===== config.mk =====
export PLATFORM = sky130hd
export DESIGN_NAME = pool_max_reduce
export DESIGN_NICKNAME = d
export VERILOG_FILES = /design/src/rtl/pool_max_reduce.sv
export SDC_FILE = /design/constraint.sdc
export NUM_CORES = 1
export LEC_CHECK = 0
export CAP_MARGIN = 20
export CORE_ASPECT_RATIO = 1.1
export CORE_UTILIZATION = 30
export CTS_BUF_LIST = sky130_fd_sc_hd__clkbuf_8
export DETAILED_ROUTE_END_ITERATION = 16
export PLACE_DENSITY = 0.5
export SLEW_MARGIN = 30
export SYNTH_ARGS = -nofsm -noshare
export SYNTH_HDL_FRONTEND = slang
export SYNTH_SLANG_ARGS = --single-unit

===== constraint.sdc =====
create_clock -name clk -period 3 [get_ports clk]
set_input_delay 0.6 -clock clk [delete_from_list [all_inputs] [get_ports clk]]
set_output_delay 0.6 -clock clk [all_outputs]
set_load 0.1 [all_outputs]

===== src/rtl/pool_max_reduce.sv =====
// Streaming signed max/min reducer for the pooling path.
// Each lane is reduced over WINDOW accepted beats; one registered result beat per window.
module pool_max_reduce #(
    parameter int DATA_WIDTH = 16,
    parameter int LANES      = 4,
    parameter int WINDOW     = 4,
    parameter int CNT_W      = 8
) (
    input  logic                        clk,
    input  logic                        rst,
    input  logic                        clr,
    input  logic                        mode_min,
    input  logic                        s_valid,
    output logic                        s_ready,
    input  logic [LANES*DATA_WIDTH-1:0] s_data,
    output logic                        m_valid,
    input  logic                        m_ready,
    output logic [LANES*DATA_WIDTH-1:0] m_data,
    output logic                        m_mode,
    output logic [CNT_W-1:0]            beat_cnt
);

    localparam int BUS_W = LANES * DATA_WIDTH;
    localparam logic [CNT_W-1:0] LAST_BEAT = CNT_W'(WINDOW - 1);

    logic [BUS_W-1:0] acc_reg;
    logic             mode_reg;
    logic [CNT_W-1:0] cnt_reg;
    logic             m_valid_reg;
    logic [BUS_W-1:0] m_data_reg;
    logic             m_mode_reg;

    logic [BUS_W-1:0] red_next;
    logic [BUS_W-1:0] result_next;
    logic             result_mode_next;
    logic             accept;
    logic             first_beat;
    logic             last_beat;

    assign s_ready    = !m_valid_reg || m_ready;
    assign accept     = s_valid && s_ready;
    assign first_beat = (cnt_reg == '0);
    assign last_beat  = (cnt_reg == LAST_BEAT);

    // With WINDOW==1 the first beat is also the last, so the result is the raw input
    // and the mode comes straight from the port rather than the latched copy.
    assign result_mode_next = first_beat ? mode_min : mode_reg;

    generate
        for (genvar gi = 0; gi < LANES; gi++) begin : g_lane
            logic signed [DATA_WIDTH-1:0] acc_lane;
            logic signed [DATA_WIDTH-1:0] in_lane;
            logic                         take_in;

            assign acc_lane = $signed(acc_reg[gi*DATA_WIDTH +: DATA_WIDTH]);
            assign in_lane  = $signed(s_data[gi*DATA_WIDTH +: DATA_WIDTH]);
            // Strict compare: ties keep the accumulator value.
            assign take_in  = mode_reg ? (in_lane < acc_lane) : (in_lane > acc_lane);

            assign red_next[gi*DATA_WIDTH +: DATA_WIDTH] = take_in ? in_lane : acc_lane;
            assign result_next[gi*DATA_WIDTH +: DATA_WIDTH] =
                first_beat ? s_data[gi*DATA_WIDTH +: DATA_WIDTH]
                           : red_next[gi*DATA_WIDTH +: DATA_WIDTH];
        end
    endgenerate

    always_ff @(posedge clk) begin
        if (rst) begin
            acc_reg     <= '0;
            mode_reg    <= 1'b0;
            cnt_reg     <= '0;
            m_valid_reg <= 1'b0;
            m_data_reg  <= '0;
            m_mode_reg  <= 1'b0;
        end else begin
            if (m_valid_reg && m_ready) begin
                m_valid_reg <= 1'b0;
            end

            if (clr) begin
                cnt_reg <= '0;
            end else if (accept) begin
                if (first_beat) begin
                    acc_reg  <= s_data;
                    mode_reg <= mode_min;
                end else begin
                    acc_reg <= red_next;
                end

                if (last_beat) begin
                    m_data_reg  <= result_next;
                    m_mode_reg  <= result_mode_next;
                    m_valid_reg <= 1'b1;
                    cnt_reg     <= '0;
                end else begin
                    cnt_reg <= cnt_reg + 1'b1;
                end
            end
        end
    end

    assign m_valid  = m_valid_reg;
    assign m_data   = m_data_reg;
    assign m_mode   = m_mode_reg;
    assign beat_cnt = cnt_reg;

endmodule


Yosys cells after proc, flatten, opt, wreduce, memory -nomap -nowiden
Cells that the tools add are included.
{"block": "classes", "n_mux": 19, "n_bitwise": 1, "n_eq_ne": 1, "add_sub_neg": 1, "n_reduce_logical": 8, "order_cmp": 8}
{"cell": "16-bit two-way mux", "n": 8}
{"cell": "16-bit > comparator", "n": 4}
{"cell": "16-bit less-than comparator", "n": 4}
{"cell": "64-bit two-way mux", "n": 1}
{"cell": "1-bit two-way mux", "n": 9}
{"cell": "8-bit by 1-bit adder with 8-bit output, second input constant", "n": 1}
{"cell": "8-bit by 2-bit equality test with 1-bit output, second input constant", "n": 1}
{"cell": "8-bit logical NOT", "n": 1}
{"cell": "8-bit two-way mux", "n": 1}
{"cell": "3-bit AND reduction", "n": 1}
{"cell": "1-bit logical AND", "n": 2}
{"cell": "2-bit AND reduction", "n": 1}
{"cell": "2-bit OR reduction", "n": 1}
{"cell": "1-bit logical NOT", "n": 1}
{"cell": "1-bit logical OR", "n": 1}
{"cell": "1-bit inverter", "n": 1}
{"block": "totals", "reg_bits": 139, "input_bits": 70}

Logic depth before layout (Yosys ltp)
{"block": "depth", "depth_word": 5, "mapped_depth": 12, "depth_no_buf": 10}

Least setup slack after synthesis
OpenSTA, ideal clock, no wires.
{"block": "synth_path", "kind": "reg2reg", "startpoint": "reg m_valid_reg (netlist: m_valid)", "endpoint": "reg acc_reg[38]", "synth_period_minus_slack_ps": 3403, "stages_incl_launch_ff": 10, "slack_ps": -403, "n_path_buf": 3, "setup_time_ps": 128, "required_ps": 2872, "arrival_ps": 3275, "path_cell_list": "dfxtp_1 nand2b_1 and2_1 buf_1 nand2b_1 clkbuf_1 a31oi_2 buf_6 mux2i_1 nor2_1"}
{"block": "synth_between", "elab_chain_len": 4}
{"item": "start: declaration", "line": "29", "rtl": "logic m_valid_reg;"}
{"item": "start signal: assignment", "line": "72", "rtl": "m_valid_reg <= 1'b0;"}
{"item": "start signal: assignment", "line": "77", "rtl": "m_valid_reg <= 1'b0;"}
{"item": "start signal: assignment", "line": "93", "rtl": "m_valid_reg <= 1'b1;"}
{"item": "1-bit logical NOT", "line": "40", "rtl": "assign s_ready = !m_valid_reg || m_ready;"}
{"item": "1-bit logical OR", "line": "40"}
{"item": "named net s_ready", "line": "14", "rtl": "output logic s_ready,"}
{"item": "1-bit logical AND", "line": "41", "rtl": "assign accept = s_valid && s_ready;"}
{"item": "2-bit AND reduction (no line)"}
{"item": "end signal: assignment", "line": "84", "rtl": "acc_reg <= s_data;"}
{"item": "end signal: assignment", "line": "87", "rtl": "acc_reg <= red_next;"}
{"item": "end: declaration", "line": "26", "rtl": "logic [BUS_W-1:0] acc_reg;"}
The timed path passes the listed nets, and every way through them passes these cells.
A chain may end at the register's enable or synchronous reset.

Worst setup path in the final report
{"block": "layout_path", "startpoint": "in s_data[54]", "endpoint": "reg m_data_reg[50] (netlist: m_data[50])"}
{"block": "layout_between", "elab_chain_len": 4, "word_cells_on_any_way": 5, "classes_between": "2 x order compare; 3 x mux"}
{"item": "start: declaration", "line": "15", "rtl": "input logic [LANES*DATA_WIDTH-1:0] s_data,"}
{"item": "16-bit > comparator / 16-bit less-than comparator (equally long branches)", "line": "58", "rtl": "assign take_in = mode_reg ? (in_lane < acc_lane) : (in_lane > acc_lane);"}
{"item": "1-bit two-way mux (*)", "line": "58"}
{"item": "16-bit two-way mux (*)", "line": "60", "rtl": "assign red_next[gi*DATA_WIDTH +: DATA_WIDTH] = take_in ? in_lane : acc_lane;"}
{"item": "16-bit two-way mux (*)", "line": "62", "rtl": "first_beat ? s_data[gi*DATA_WIDTH +: DATA_WIDTH]"}
{"item": "end signal: assignment", "line": "91", "rtl": "m_data_reg <= result_next;"}
{"item": "end: declaration", "line": "30", "rtl": "logic [BUS_W-1:0] m_data_reg;"}
Every way passes the cells marked *; elsewhere a longest branch is shown, timed or not.

==> impl_metrics.json <==
{
  "dr.pass1.iters": 4,
  "ys_async_sr_fraction_pct": 0,
  "hold_viol": 0,
  "n_fill_cell": 2450,
  "die_w_microns": 153,
  "cts_tree": "built",
  "syn_nets": 957,
  "die_area_sq_um": 25800,
  "clk_root_buffer_cell": "clkbuf_8",
  "p_per_area_nw_per_um2": 408,
  "clock_path_buffers": 2,
  "drtIter0Drc": 185,
  "netSwitchingFraction_pct": 28.9,
  "start_kind": "primary input",
  "htreeDepth": 4,
  "syn_area_sq_um": 7550,
  "place_congestion": 0.746,
  "cpPeakStageDelay_ns": 0.56,
  "fin_worst_skew_ns": 0.0144,
  "setup.worst_path.start": "s_data[54]",
  "outcome": "finished with violations",
  "fmax_ghz": 0.325,
  "slew_headroom_pct": 49.3,
  "viasPerCell": 4.76,
  "routedWlPerCell_microns": 14.5,
  "coreArea_sq_um": 24500,
  "cts_buffers": 17,
  "reg2regPathDepth": 14,
  "synth-main-ff-cell": "dfxtp_1",
  "wirelength_microns": 19700,
  "fin_crit_sh_pct": 103,
  "vdd_drop_max_mv": 0.208,
  "syn_avg_cell_area_sq_um": 9.19,
  "setup_violations": 18,
  "r2r-end": "m_data[50]",
  "period_minus_slack_ns": 3.08,
  "reg2reg_slack_ns": -0.04,
  "final_util_pct": 43.5,
  "drv_slew": 0,
  "clkPwrFrac_pct": 37.2,
  "dpl.hpwl_microns": 13400,
  "critPathCaptureType": "flip-flop",
  "p_int_w": 0.00310,
  "rsz0062_at_grt": "yes",
  "grt_max_degree": 77,
  "pwr-share-comb_pct": 18.6,
  "diodes": 0,
  "via_count": 6456,
  "syn_inst": 821,
  "cts_sinks": 139,
  "initial_core_util_pct": 30.7,
  "num_rows": 60,
  "pwr-share-seq_pct": 44.2,
  "grt_pass1_vias": 6188,
  "cp_cell_sequence": "dlygate4sd2_1 > ha_4 > nand4_1 > or4_4 > a21oi_2 > and3b_2 > or2_4 > a221oi_4 > buf_6 > buf_8 > buf_6 > buf_6 > mux2i_1 > a211oi_1",
  "cpMostUsedCell": "buf_6",
  "final_antenna_net_count": 0,
  "clk_latency_ns": 0.47,
  "antenna_found_initial": 0,
  "syn_to_final_growth_pct": 41.6,
  "yosysSeqAreaShare_pct": 36.9,
  "worst_slew_pin_slew_ns": 0.761,
  "synth_seq_cells": 139,
  "overflow": 0,
  "holdCritPathClass": "primary input to flip-flop",
  "die_h_microns": 168,
  "nets": 1170,
  "critPathSlowestCell": "or4_4",
  "max_cap_violations": 0,
  "place_ws_ns": -0.727,
  "drive_gt1_share_pct": 26.6,
  "worst_ep_required_time_ns": 3.31,
  "r2r_start": "acc_reg[55]",
  "layout_setup_ws_ns": -0.0763,
  "violations": "negative setup slack",
  "criticalPathCategory": "primary input to flip-flop",
  "p_sw_w": 0.00126,
  "synth_edf_count": 0,
  "path_clk_slew_ns": 0.09,
  "crit_end": "m_data[50]",
  "critPathMaxFanout": 7,
  "arrival_ns": 3.39,
  "numPortBuffers": 144,
  "pin_count": 145,
  "ys_types": 53,
  "drc": 0,
  "grt.total_usage_pct": 15.3,
  "grt_pass1_wl_microns": 31300,
  "p_leak_nw": 4.37,
  "yosys_warnings": 0
}
[through the flow]
stage	std cells	total power, W	TNS (ns)	area, sq um	hold slack (ns)
after global placement	1304	0.00270	-64.38	9680	0.471
after global routing	1357	0.00461	-3.44	10700	0.458
final	1357	0.00436	-0.620	10700	0.455
after detailed placement	1304	0.00270	-69.05	9680	0.482
after CTS	1344	0.00439	-1.25	10300	0.495
after floorplan	821	0.00239	0	7590	0.461
[area by class of cell]
type                       count  area, sq um  area share [%]
tap                          310          388            3.63
clock buffer                  19          262            2.45
clock inverter                13          143            1.33
multi-input combinational    566         4660            43.6
timing repair buffer         242         2190            20.5
inverter                      68          255            2.39
sequential                   139         2800            26.2
[cell usage in the layout (no fill, tap or decap), types with 14 or more instances in the layout]
cell type / Yosys / layout
or4b_1: 15 / 15
nand4_1: 16 / 16
ha_4: 0 / 17
inv_1: 68 / 61
clkdlybuf4s50_1: 0 / 42
clkbuf_8: 0 / 19
a211oi_1: 64 / 64
mux2i_1: 112 / 111
nor2_1: 108 / 108
buf_4: 2 / 150
nand2_1: 18 / 17
o31ai_1: 19 / 17
ha_1: 66 / 49
dlymetal6s2s_1: 0 / 14
dfxtp_1: 139 / 127
nand2b_1: 35 / 34
a21oi_1: 32 / 29
[synth_stat cells (all sizes together), types with 5 or more instances]
master,instances,share of area [%]
a211oi,64,6.4
a21oi,32,2.1
buf,11,1.0
clkbuf,37,1.8
dfxtp,139,37
ha,66,11
inv,68,3.4
mux2i,112,15
nand2,18,0.90
nand2b,35,2.9
nand3,7,0.60
nand4,16,1.3
nor2,109,5.5
nor2b,5,0.41
nor3,5,0.40
nor4,6,0.50
o21ai,9,0.60
o31ai,19,1.9
or4b,15,2.0
[what timing repair did]
item / CTS / global route
hold buffers: 0 / 0
pin swaps: 19 / 46
gates cloned: 1 / 2
hold endpoints to repair: 0 / 0
resized for setup: 45 / 70
endpoints found under the setup margin: 67 / 112
buffers inserted: 7 / 12
[critical path: cells and delay by family]
kind            cells  cell delay (ns)
simple gates        4             1.12
compound gates      3             0.45
buf+inv             5             0.76
mux                 1             0.17
fa+ha+maj           1             0.28
[layer usage]
layer | global-route usage (%) | wire [microns]
met5 | 0 | 0
met1 | 19.4 | 9590
met4 | 4.52 | 214
met2 | 25.4 | 9140
met3 | 3.84 | 738
[power by group through the flow]
stage / sequential [W] / clock (W) / combinational, W
after floorplan: 0.00197 / 0 / 0.000418
after global placement: 0.00197 / 0 / 0.000728
after detailed placement: 0.00197 / 0 / 0.000730
after CTS: 0.00193 / 0.00170 / 0.000761
after global routing: 0.00194 / 0.00177 / 0.000902
final: 0.00193 / 0.00162 / 0.000813
[logic make-up (layout without fill, tap and decap cells)]
family	count (synthesis)	in the layout	share of synthesized area (%)
AND/OR/NAND/NOR	231	231	15.9
AO/OA/AOI/OAI	152	152	14.6
flip-flops	139	139	36.9
buffers and inverters	116	342	6.25
multiplexers	112	112	14.9
adder cells (fa/ha/maj)	66	66	10.9
XOR/XNOR	5	5	0.580
[worst min path at each step]
| stage | slack (ns) | startpoint | cells past startpoint | to |
|---|---|---|---|---|
| 4_1_cts | 0.49 | acc_reg[21] | 2 | acc_reg[21] |
| 5_1_grt | 0.46 | s_data[12] | 3 | acc_reg[12] |
| 2_1_floorplan | 0.46 | acc_reg[17] | 2 | acc_reg[17] |
| 3_3_place_gp | 0.47 | m_mode | 2 | m_mode |
| 3_5_place_dp | 0.48 | acc_reg[24] | 2 | acc_reg[24] |
| 6_report | 0.46 | s_data[12] | 3 | acc_reg[12] |
(Power assumes the default switching activity.)
